==> config.mk <==
export PLATFORM = sky130hd
export DESIGN_NAME = mem_word_access_unit
export DESIGN_NICKNAME = d
export VERILOG_FILES = /design/src/rtl/mem_word_access_unit.sv
export SDC_FILE = /design/constraint.sdc
export NUM_CORES = 1
export LEC_CHECK = 0
export ABC_AREA = 1
export CORE_ASPECT_RATIO = 0.7
export CORE_UTILIZATION = 45
export CTS_CLUSTER_SIZE = 24
export DETAILED_ROUTE_END_ITERATION = 10
export GPL_TIMING_DRIVEN = 1
export PLACE_DENSITY = 0.81
export SETUP_SLACK_MARGIN = 0.05
export SYNTH_ARGS = -nofsm -noshare
export SYNTH_HDL_FRONTEND = slang
export SYNTH_SLANG_ARGS = --single-unit
==> constraint.sdc <==
create_clock -name Clock -period 1.7 [get_ports Clock]
set_input_delay 0.17 -clock Clock [delete_from_list [all_inputs] [get_ports Clock]]
set_output_delay 0.17 -clock Clock [all_outputs]
set_load 0.02 [all_outputs]
==> src/rtl/mem_word_access_unit.sv <==
// Multi-byte little-endian load/store sequencer in front of the byte-wide Memory block.
// Optional misalignment check enabled by defining MEM_WORD_ACCESS_ALIGN_CHECK_EN.
module mem_word_access_unit #(
    parameter int DATA_W = 16,
    parameter int ADDR_W = 16
) (
    input  logic              Clock,
    input  logic              Reset,
    input  logic              Start,
    input  logic              Write,
    input  logic [ADDR_W-1:0] Addr,
    input  logic [DATA_W-1:0] WData,
    output logic              Busy,
    output logic              Done,
    output logic              Err,
    output logic [DATA_W-1:0] RData,
    output logic [ADDR_W-1:0] Mem_Address,
    output logic [7:0]        Mem_Data,
    output logic              Mem_WR,
    output logic              Mem_CS,
    input  logic [7:0]        Mem_Out
);

    localparam int NBYTES = DATA_W / 8;
    localparam int CNT_W  = (NBYTES > 1) ? $clog2(NBYTES) : 1;
    localparam logic [CNT_W-1:0] LAST = CNT_W'(NBYTES - 1);

    typedef enum logic [1:0] {
        S_IDLE,
        S_XFER,
        S_DONE
    } state_t;

    state_t            state, state_nxt;
    logic [CNT_W-1:0]  cnt;
    logic [ADDR_W-1:0] base_q;
    logic [DATA_W-1:0] wdata_q;
    logic [DATA_W-1:0] rdata_q;
    logic              write_q;
    logic              err_q;
    logic              misaligned;

`ifdef MEM_WORD_ACCESS_ALIGN_CHECK_EN
    assign misaligned = (Addr % ADDR_W'(NBYTES)) != '0;
`else
    assign misaligned = 1'b0;
`endif

    always_ff @(posedge Clock or posedge Reset) begin
        if (Reset) begin
            state <= S_IDLE;
        end else begin
            state <= state_nxt;
        end
    end

    always_ff @(posedge Clock or posedge Reset) begin
        if (Reset) begin
            cnt     <= '0;
            base_q  <= '0;
            wdata_q <= '0;
            rdata_q <= '0;
            write_q <= 1'b0;
            err_q   <= 1'b0;
        end else begin
            case (state)
                S_IDLE: begin
                    if (Start) begin
                        base_q  <= Addr;
                        wdata_q <= WData;
                        write_q <= Write;
                        err_q   <= misaligned;
                        cnt     <= '0;
                    end
                end
                S_XFER: begin
                    if (!write_q) begin
                        rdata_q[8*int'(cnt) +: 8] <= Mem_Out;
                    end
                    if (cnt != LAST) begin
                        cnt <= cnt + 1'b1;
                    end
                end
                default: ;
            endcase
        end
    end

    // Memory strobes decode straight from state so Reset drops Mem_CS without waiting for an edge.
    always_comb begin
        state_nxt   = state;
        Busy        = 1'b0;
        Done        = 1'b0;
        Err         = 1'b0;
        Mem_CS      = 1'b1;
        Mem_WR      = 1'b0;
        Mem_Address = '0;
        Mem_Data    = '0;
        case (state)
            S_IDLE: begin
                if (Start) begin
                    state_nxt = misaligned ? S_DONE : S_XFER;
                end
            end
            S_XFER: begin
                Busy        = 1'b1;
                Mem_CS      = 1'b0;
                Mem_WR      = write_q;
                Mem_Address = base_q + ADDR_W'(cnt);
                Mem_Data    = write_q ? wdata_q[8*int'(cnt) +: 8] : 8'h00;
                if (cnt == LAST) begin
                    state_nxt = S_DONE;
                end
            end
            S_DONE: begin
                Busy      = 1'b1;
                Done      = 1'b1;
                Err       = err_q;
                state_nxt = S_IDLE;
            end
            default: state_nxt = S_IDLE;
        endcase
    end

    assign RData = rdata_q;

endmodule

=== Word level (Yosys, flattened, before mapping) ===
Cells that the tools add are included.

* Input port bits: 44
* Word-level logic and storage cells: 38
* Output and inout bits: 45
* Bits in registers: 52

* Muxes and demuxes: 14
* Reduce and logical (&&, ||, !) cells: 7
* Shifts and indexed selects: 3
* Equal/unequal tests: 4
* Add/sub/neg operators: 3
* Bitwise operators: 1

{| class="wikitable"
|+ Operators with widths
! operator !! count
|-
| $neg A4 Y33 || 1
|-
| $shift A8 B33 Y16 const A || 1
|-
| $shiftx A8 B33 Y16 || 1
|-
| $add A16 B1 Y16 || 1
|-
| $bwmux W16 || 1
|-
| $mux W16 || 1
|-
| $mux W8 || 2
|-
| $shiftx A16 B5 Y8 || 1
|-
| $reduce_and A2 Y1 || 4
|-
| $mux W1 || 6
|-
| $mux W2 || 2
|-
| $ne A2 B2 Y1 const B || 2
|-
| $pmux W2 S2 || 1
|-
| $eq A2 B1 Y1 const B || 1
|-
| $eq A2 B2 Y1 const B || 1
|-
| $logic_not A2 Y1 || 1
|-
| $pmux W1 S2 || 1
|-
| $reduce_bool A2 Y1 || 1
|-
| $reduce_or A2 Y1 || 1
|-
| $add A1 B1 Y1 const B || 1
|-
| $not A1 Y1 || 1
|}

=== Logic depth before layout (Yosys ltp) ===
Gate-level depths: netlist (run 1).

* Word-level depth: 3
* Gate-level depth with buffers: 9
* Gate-level depth less buffers: 9

=== Least setup slack after synthesis (run 1) ===
OpenSTA, ideal clock, no wires.

* Path kind: register to output
* From: reg state[1]
* To: out Mem_Data[2]
* Slack: 40 ps
* Stages on the path, launching flop included: 8
* Data required time: 1530 ps
* Arrival time: 1490 ps
* Cell sequence: dfrtp_1 > inv_1 > ha_1 > buf_4 > nand2_2 > inv_1 > o21ai_0 > a21oi_1

* Cells in the longest elaborated chain, start to end: 2

{| class="wikitable"
|+ Ends and longest elaborated chain
! element !! line !! RTL
|-
| from (decl) || 34 || <nowiki>state_t state, state_nxt;</nowiki>
|-
| from (signal assigned) || 53 || <nowiki>state <= state_nxt;</nowiki>
|-
| $eq A2 B1 Y1 || 99 || <nowiki>case (state)</nowiki>
|-
| $mux W8 || 99 ||
|-
| to (decl) || 18 || <nowiki>output logic [7:0] Mem_Data,</nowiki>
|}

Every way passes these cells.

=== Worst setup path in the final report (run 1) ===
* From: reg cnt
* To: out Mem_Address[9]

* Cells in the longest elaborated chain, start to end: 2

{| class="wikitable"
|+ Ends and longest elaborated chain
! element !! line !! RTL
|-
| from (decl) || 35 || <nowiki>logic [CNT_W-1:0] cnt;</nowiki>
|-
| from (signal assigned) || 81 || <nowiki>cnt <= cnt + 1'b1;</nowiki>
|-
| $add A16 B1 Y16 || 109 || <nowiki>Mem_Address = base_q + ADDR_W'(cnt);</nowiki>
|-
| $mux W16 || 99 ||
|-
| to (decl) || 17 || <nowiki>output logic [ADDR_W-1:0] Mem_Address,</nowiki>
|}

Every way passes these cells.

==> flow_metrics.tcl, run 1 <==
set metrics [dict create \
    run_status "finished, violations left" \
    failed_checks "negative setup slack" \
    antenna_cells 0 \
    remaining_drc_errors 0 \
    route.antenna.remaining_nets 0 \
    fin_ws_ps -110 \
    die_w_um 93.2 \
    place_ws_ps -311 \
    power_per_cell_area_mw_per_mm2 1720 \
    report.final.hold_viol_count 0 \
    timing.hold.worst.class "in -> async" \
    timing.max_cap.violations 0 \
    postSynthRegisterBits 52 \
    dp_hpwl_um 5260 \
    detail_route.wl_per_cell_um 13.8 \
    drt_first_iter_violations 218 \
    worst_skew_ps 12.9 \
    synthDominantAreaCellType "dfrtp_1" \
    detailroute.via_count 2707 \
    drt-vias-per-instance 4.95 \
    cp-start-kind "flip-flop" \
    area_delta_synth_final_pct 55.7 \
    gpl_congestion 0.897 \
    grt_start_max_net_pins 30 \
    n_fill_cell 406 \
    clk_latency_ps 310 \
    io_pins 89 \
    instances_no_fill 547 \
    worst_ep_required_time_ps 1530 \
    design.core.area_mm2 0.00542 \
    numPlacedInstances 532 \
    cts_sinks 52 \
    holdWs_ps 232 \
    seq_area_mm2 0.00130 \
    htree_num_levels 2 \
    drive_above_1_share_pct 25.5 \
    synth.net_count 404 \
    finish.net_count 523 \
    clk_path_buf_depth 2 \
    numCtsBuffers 5 \
    floorplan.initialDensity_pct 48.3 \
    global_route_wire_length_before_repair_um 11400 \
    crit_path_max_fanout 3 \
    clk_pin_slew_ps 100 \
    height_of_the_die_um 65.9 \
    routed_wl_um 7560 \
    rows 22 \
    leakage_uw 0.00204 \
    syn-cell-area_mm2 0.00262 \
    crit_path_class "reg -> out" \
    cts_root_buffer "clkbuf_8" \
    place.port_buffers 87 \
    critical_path.endpoint_type "primary output" \
    drt-pass1-iter-count 5 \
    max_freq_ghz 0.553 \
    ys_warn_count 0 \
    grt-ovfl-total 0 \
    post_synth_inst_count 355 \
    tritoncts_clock_tree "built" \
    netlist_top_cells_area "dfrtp_1, nand2_1, inv_1" \
    grt_use_total_pct 24.1 \
    antenna_violations_before_repair 0 \
    timing.critical_path.arrival_ps 1640 \
    ys_seq_area_share_pct 49.6 \
    first_global_vias 2492 \
    dieArea_mm2 0.00614 \
    synth_largest_type_area_fraction_pct 49.6 \
    setup_viol 15 \
    min_period_over_period_pct 106 \
    layout_min_cycle_time_ps 1810 \
    rsz0062_at_grt "true" \
    peakVddDrop_v 0.00102 \
    synthesis.area_per_instance_um2 7.38 \
    multi_input_combinational_cell_area_mm2 0.00130 \
    synth_cell_type_count 21 \
    finalMaxSlewViolations 0 \
]
[path summary, 6_finish.rpt]
path / cells past startpoint / start / slack [ps] / to
max: 10 / cnt$_DFFE_PP0P_ / -110 / Mem_Address[9]
min: 3 / Reset / 230 / base_q[11]$_DFFE_PP0P_
max reg2reg: 7 / state[0]$_DFFE_PP0P_ / 180 / cnt$_DFFE_PP0P_
min reg2reg: 2 / wdata_q[6]$_DFFE_PP0P_ / 490 / wdata_q[6]$_DFFE_PP0P_
max in group asynchronous: 3 / Reset / 1170 / wdata_q[8]$_DFFE_PP0P_
min in group Clock: 3 / WData[11] / 390 / wdata_q[11]$_DFFE_PP0P_
[placed cells by master (no fill, tap or decap)]
master,Yosys,layout
o21ai_1,10,11
nand2_4,0,2
inv_1,41,37
nand3_1,5,3
buf_12,0,1
nand2_2,4,5
a22o_1,1,1
clkinv_4,0,1
nand2_8,0,1
a211oi_2,0,1
dfrtp_2,0,1
buf_4,2,49
o21ai_2,0,3
o21ai_0,30,26
dfrtp_1,52,51
buf_2,7,3
nor3_4,0,6
nor2_1,38,32
ha_1,5,2
nor3_1,10,1
inv_6,0,2
a21oi_1,8,5
inv_4,0,2
clkbuf_2,0,2
buf_6,0,11
nor2_4,1,5
conb_1,1,1
ha_2,0,2
a21oi_2,0,3
nor3_2,0,3
inv_2,2,4
nand2_1,129,125
ha_4,0,1
clkbuf_8,0,5
nor2_2,2,4
clkdlybuf4s50_1,0,59
nand3_2,2,4
[state kept, by name (all words and copies together) (netlist names)]
signal and count:
RData 16, base_q 16, cnt 1, state 2
wdata_q 16, write_q 1
[layout make-up]
type | count | area share [%]
flip-flops and latches | 52 | 31.9
multi-input cells | 247 | 31.9
repair buffers | 125 | 27.6
inverters | 43 | 4.08
well taps | 72 | 2.21
clock buffers | 5 | 1.69
clock inverters | 3 | 0.644
[Yosys cell counts]
| master | instances |
|---|---|
| clkbuf_1 | 4 |
| buf_2 | 7 |
| inv_2 | 2 |
| nand2_2 | 4 |
| dfrtp_1 | 52 |
| nor2_4 | 1 |
| nand3_2 | 2 |
| o21ai_0 | 30 |
| ha_1 | 5 |
| nor3_1 | 10 |
| buf_4 | 2 |
| nor2_2 | 2 |
| a211oi_1 | 1 |
| nor2_1 | 38 |
| a21oi_1 | 8 |
| a22o_1 | 1 |
| nand2_1 | 129 |
| conb_1 | 1 |
| o21ai_1 | 10 |
| nand3_1 | 5 |
| inv_1 | 41 |
[cell families (layout without fill, tap and decap cells)]
kind of cell,Yosys count,count (layout),share of synthesized area [%]
compound gates,50,50,9.79
fa+ha+maj,5,5,2.39
simple gates,191,191,29.4
other cells,1,1,0.143
buf+inv,56,176,8.64
flops,52,52,49.6
[metrics by stage]
step           power (uW)  TNS [ps]  utilization, %  cell area (um2)
3_3_place_gp         5690     -4070            69.2             3750
3_5_place_dp         5790     -4810            69.2             3750
6_report             7040      -876            75.3             4080
2_1_floorplan        4130         0               -             2630
5_1_grt              7520     -2450            75.3             4080
4_1_cts              6630      -804            71.9             3900
[what timing repair did]
action,in CTS,in global routing
hold buffers,0,0
endpoints found under the setup margin,28,28
gates resized for setup,157,51
pin swaps,12,7
setup buffers,4,3
[critical path: stages (launching register included)]
cell	delay [ps]
dfrtp_1	390
ha_2	210
nand2_4	70
inv_2	80
nand2_4	70
nor2_4	110
nand2_1	60
nand2_1	50
inv_1	30
nor2_1	100
buf_4	150
[metal layers]
layer | global-route usage, % | up-vias | share of wire [%]
li1 | - | 1329 | -
met1 | 33.8 | 1248 | 44
met2 | 38.5 | 116 | 46
met3 | 7.13 | 14 | 8.5
met4 | 2.88 | 0 | 1.1
met5 | 0 | - | 0
[power breakdown]
part / total [uW] / leakage (uW) / internal, uW / switching, uW
combinational: 3990 / 0.00135 / 1710 / 2280
clock: 738 / 0.0000491 / 304 / 434
sequential: 2310 / 0.000638 / 1840 / 474
Power figures use the tool's default switching activity.
==> inputs of run 2 (changes only) <==
Settings changed: CORE_UTILIZATION 45 to 46, GPL_ROUTABILITY_DRIVEN from default to 0, PLACE_DENSITY 0.81 to 0.83.
==> run 2 against run 1 <==
  * The run still ends with negative setup slack left
  * Critical path depth down 2
  * Core utilization grew 4.4 points
  * Worst hold slack got worse by 16 ps
  * Die area shrank 2.1%
  * Clock power rose by 22%
  * First-iteration DRC count rose by 15%
  * Wire length increased by 9.5%
  * Flip-flop and latch count unchanged
  * Sequential power up 2%
  * Critical path type unchanged
  * Largest cell class is now multi-input combinational cells
==> flow_metrics.tcl, run 2 (synthesis gave the netlist of run 1 again) <==
set metrics [dict create \
    route.antenna.remaining_nets 0 \
    place.port_buffers 87 \
    worst_skew_ps 9.18 \
    power.share.sequential_pct 30.7 \
    height_of_the_die_um 65.2 \
    dp_hpwl_um 5280 \
    area_delta_synth_final_pct 63.2 \
    timing.max_cap.violations 0 \
    drive_above_1_share_pct 27.1 \
    grt_use_total_pct 26.0 \
    r2r-end "RData[14]$_DFFE_PP0P_" \
    instances_no_fill 552 \
    routed_wl_um 8280 \
    setup_viol 18 \
    peakVddDrop_v 0.00126 \
    failed_checks "negative setup slack" \
    tns_ps -1940 \
    grt-ovfl-total 0 \
    hold_buffers 0 \
    crit_path_max_fanout 4 \
    power.internal_uw 4250 \
    antenna_cells 0 \
    run_status "finished, violations left" \
    leakage_uw 0.00210 \
    htree_num_levels 2 \
    report.final.hold_viol_count 0 \
    most-common-layout-cells "nand2_1, clkdlybuf4s50_1, dfrtp_1" \
    first_global_vias 2544 \
    timing.critical_path.arrival_ps 1730 \
    fin_ws_ps -197 \
    worst_ep_required_time_ps 1530 \
    fin_total_pwr_uw 7650 \
    design.core.area_mm2 0.00537 \
    worstReg2RegStart "state[1]$_DFFE_PP0P_" \
    rows 22 \
    drt-vias-per-instance 5.01 \
    numCtsBuffers 5 \
    min_period_over_period_pct 112 \
    detailroute.via_count 2766 \
    clk_latency_ps 300 \
    clk_path_buf_depth 2 \
    finish.net_count 528 \
    rsz0062_at_grt "true" \
    cts_sinks 52 \
    layout.cells.most_common "nand2_1" \
    crit_path_class "reg -> out" \
    timing.critical_path.from "base_q[0]$_DFFE_PP0P_" \
    remaining_drc_errors 0 \
    global_route_wire_length_before_repair_um 12200 \
    finalMaxSlewViolations 0 \
    critPathCapture "Mem_Address[10]" \
    detail_route.wl_per_cell_um 15.0 \
    power_per_cell_area_mw_per_mm2 1790 \
    timing.hold.worst.class "in -> async" \
    die_w_um 92.2 \
    critical_path.endpoint_type "primary output" \
    dieArea_mm2 0.00601 \
    io_pins 89 \
    worst-r2r-cell-count 8 \
    layout_min_cycle_time_ps 1900 \
    cts_root_buffer "clkbuf_8" \
    clk_pin_slew_ps 100 \
    drt_first_iter_violations 250 \
    floorplan.initialDensity_pct 48.8 \
    r2r_setup_slack_ps 180 \
    combinational_group_share_of_total_power_pct 57.5 \
    power.net_switching_uw 3400 \
    drt-pass1-iter-count 4 \
    grt_start_max_net_pins 53 \
    pwr-share-clk_pct 11.8 \
    tritoncts_clock_tree "built" \
    antenna_violations_before_repair 0 \
    cp-start-kind "flip-flop" \
    max_freq_ghz 0.527 \
    sw_frac_of_total_pct 44.5 \
    numPlacedInstances 531 \
]
[run 2: area by class of cell]
type	instances	area [um2]
Clock buffer	6	82.6
Clock inverter	2	38.8
Fill cell	350	1090
Inverter	43	170
Multi-Input combinational cell	247	1360
Sequential cell	52	1300
Tap cell	72	90.1
Timing Repair Buffer	130	1230
[run 2: power groups by stage]
stage	clock, uW	combinational, uW	sequential, uW
floorplan	0	1710	2420
global placement	0	3500	2250
detailed placement	0	3620	2260
CTS	903	3740	2280
global route	950	4740	2410
finish	902	4400	2350
[run 2: worst max-delay path, stage by stage (launching register included)]
cell	delay, ps
dfrtp_1	440
ha_2	230
nand2_4	70
nor2_4	170
nand2_2	90
o21ai_1	140
inv_1	50
nor2_1	80
buf_4	150
[run 2: worst min path at each step]
stage / from / to / slack [ps] / cells after the start
global placement: wdata_q[2]$_DFFE_PP0P_ / wdata_q[2]$_DFFE_PP0P_ / 460 / 2
global route: Reset / RData[8]$_DFFE_PP0P_ / 260 / 3
finish: Reset / base_q[11]$_DFFE_PP0P_ / 220 / 3
CTS: Reset / RData[12]$_DFFE_PP0P_ / 230 / 3
floorplan: Addr[0] / base_q[0]$_DFFE_PP0P_ / 280 / 2
detailed placement: wdata_q[0]$_DFFE_PP0P_ / wdata_q[0]$_DFFE_PP0P_ / 470 / 2
[run 2: timing repair]
item	in CTS	in global routing
resized for setup	167	59
setup endpoints to repair	28	29
hold endpoints to repair	0	0
cloned	0	1
setup buffers	5	7
pin swaps	15	19
[run 2: routing by layer]
| metal | share of wire [%] | GRT usage (%) | vias up | wire [um] |
|---|---|---|---|---|
| li1 | - | - | 1338 | - |
| met1 | 45 | 37.6 | 1296 | 3740 |
| met2 | 47 | 40.8 | 120 | 3870 |
| met3 | 6.8 | 5.67 | 12 | 561 |
| met4 | 1.3 | 5.08 | 0 | 106 |
| met5 | 0 | 0 | - | 0 |
[run 2: through the flow]
step / hold WS, ps / worst slack, ps / instance area (um2) / utilization, %
global route: 257 / -294 / 4280 / 79.7
finish: 216 / -197 / 4280 / 79.7
CTS: 232 / -177 / 3970 / 74.0
global placement: 461 / -293 / 3780 / 70.5
floorplan: 280 / 98.1 / 2630 / -
detailed placement: 466 / -352 / 3780 / 70.5
==> inputs of run 3 (changes only) <==
Settings changed: RECOVER_POWER from default to 50.
==> run 3 against run 2 <==
  * The run still ends with negative setup slack left
  * Non-clock buffer count unchanged
  * Largest cell class unchanged
  * Design area decreased by 0.94%
  * Worst setup slack improved by 4.4 ps
  * Register-to-register slack got worse by 180 ps
  * Flip-flop and latch count unchanged
  * Worst hold slack improved by 180 ps
  * Core utilization decreased by 0.75 points
  * Critical endpoint unchanged
  * Clock power increased by 0.4%
  * Critical path depth unchanged
==> flow_metrics.tcl, run 3 (synthesis gave the netlist of run 1 again) <==
set metrics [dict create \
    run_status "finished, violations left" \
    failed_checks "negative setup slack" \
    setup_viol 18 \
    slew_headroom_pct 14.3 \
    detailroute.via_count 2783 \
    r2r-end "state[0]$_DFFE_PP0P_" \
    dp_hpwl_um 5280 \
    grt_start_max_net_pins 53 \
    cp-start-kind "flip-flop" \
    leakage_uw 0.00209 \
    first_global_vias 2544 \
    route.antenna.remaining_nets 0 \
    rows 22 \
    min_period_over_period_pct 111 \
    hold_path.startpoint "Addr[13]" \
    place_ws_ps -352 \
    layout.cells.most_common "nand2_1" \
    cts_root_buffer "clkbuf_8" \
    max_freq_ghz 0.528 \
    instances_no_fill 552 \
    die_w_um 92.2 \
    drt-pass1-iter-count 4 \
    tritoncts_clock_tree "built" \
    report.final.hold_viol_count 0 \
    critical_path_buf_inv_count 2 \
    io_pins 89 \
    worst_ep_required_time_ps 1530 \
    htree_num_levels 2 \
    finish.net_count 528 \
    fin_ws_ps -192 \
    slowest_cell_delay_on_critical_path_ps 440 \
    power_per_cell_area_mw_per_mm2 1780 \
    timing.critical_path.arrival_ps 1720 \
    place.port_buffers 87 \
    rsz0062_at_grt "true" \
    timing.max_cap.violations 0 \
    detail_route.wl_per_cell_um 15.0 \
    clk_path_buf_depth 2 \
    critical_path_cell_sequence "ha_2 -> nand2_4 -> nor2_4 -> nand2_2 -> o21ai_1 -> inv_1 -> nor2_1 -> buf_4" \
    antenna_cells 0 \
    clk_pin_slew_ps 100 \
    grt-ovfl-total 0 \
    r2r_setup_slack_ps 0 \
    cts_sinks 52 \
    numPlacedInstances 531 \
    global_route_wire_length_before_repair_um 12200 \
    numCtsBuffers 5 \
    antenna_violations_before_repair 0 \
    drt_first_iter_violations 284 \
    routed_wl_um 8300 \
    path_delay_family "flip-flops" \
    remaining_drc_errors 0 \
    grt_use_total_pct 26.0 \
    layout_min_cycle_time_ps 1890 \
    critPathCapture "Mem_Address[10]" \
    max_slew.worst_pin.slew_ps 1290 \
    worst-r2r-cell-count 8 \
    height_of_the_die_um 65.2 \
    timing.hold.worst.class "in -> reg" \
    fin_total_pwr_uw 7560 \
    crit_path_class "reg -> out" \
    clk_latency_ps 310 \
    dieArea_mm2 0.00601 \
    hold_buffers 0 \
    crit_path_top_delay_cell "dfrtp_1" \
    floorplan.initialDensity_pct 48.8 \
    peakVddDrop_v 0.00123 \
    crit_path_max_fanout 4 \
    design.core.area_mm2 0.00537 \
    most-common-layout-cells "nand2_1, clkdlybuf4s50_1, dfrtp_1" \
    timing.critical_path.from "base_q[0]$_DFFE_PP0P_" \
    drive_above_1_share_pct 26.7 \
    drt-vias-per-instance 5.04 \
    area_delta_synth_final_pct 61.7 \
    timing.critical_path.depth 8 \
    worst_skew_ps 7.97 \
    critical_path.endpoint_type "primary output" \
    finalMaxSlewViolations 0 \
    worstReg2RegStart "state[1]$_DFFE_PP0P_" \
]
run 3: routing by layer:
metal / GRT usage [%] / vias up / wire length [um]
met1: 37.6 / 1307 / 3730
met2: 40.8 / 126 / 3910
met3: 5.67 / 10 / 577
met4: 5.08 / 0 / 89
met5: 0 / - / 0
li1: - / 1340 / -
run 3: worst min path at each step:
| stage | endpoint | slack [ps] | depth (start not counted) |
|---|---|---|---|
| floorplan | base_q[0]$_DFFE_PP0P_ | 280 | 2 |
| global placement | wdata_q[2]$_DFFE_PP0P_ | 460 | 2 |
| detailed placement | wdata_q[0]$_DFFE_PP0P_ | 470 | 2 |
| CTS | RData[12]$_DFFE_PP0P_ | 230 | 3 |
| global route | wdata_q[4]$_DFFE_PP0P_ | 400 | 3 |
| finish | base_q[13]$_DFFE_PP0P_ | 390 | 3 |
run 3: stage by stage:
step	utilization (%)	hold WS (ps)	area, um2	TNS [ps]
final	79.0	392	4240	-2000
after detailed placement	70.5	466	3780	-5490
after CTS	74.0	232	3970	-1320
after global routing	79.0	404	4240	-3830
after floorplan	-	280	2630	0
after global placement	70.5	461	3780	-3990
run 3: power by group:
group	total, uW	switching [uW]	internal (uW)
clock network	906	424	482
logic	4310	2460	1850
registers	2340	504	1840
total	7560	3380	4180
run 3: repair_timing:
item | CTS | global route
pin swaps | 15 | 19
buffers inserted | 5 | 7
cloned | 0 | 1
hold endpoints to repair | 0 | 0
setup endpoints to repair | 28 | 29
resized for setup | 167 | 59
run 3: layout make-up:
| type | instances | area (um2) |
|---|---|---|
| repair buffers | 130 | 1200 |
| multi-input cells | 247 | 1350 |
| flip-flops and latches | 52 | 1300 |
| clock inverters | 2 | 38.8 |
| well taps | 72 | 90.1 |
| inverters | 43 | 170 |
| clock buffers | 6 | 82.6 |
| fillers | 356 | 1130 |
run 3: tightest hold or removal path: stages:
cell,delay (ps)
clkdlybuf4s50_1,390
nand2_1,60
nand2_1,40
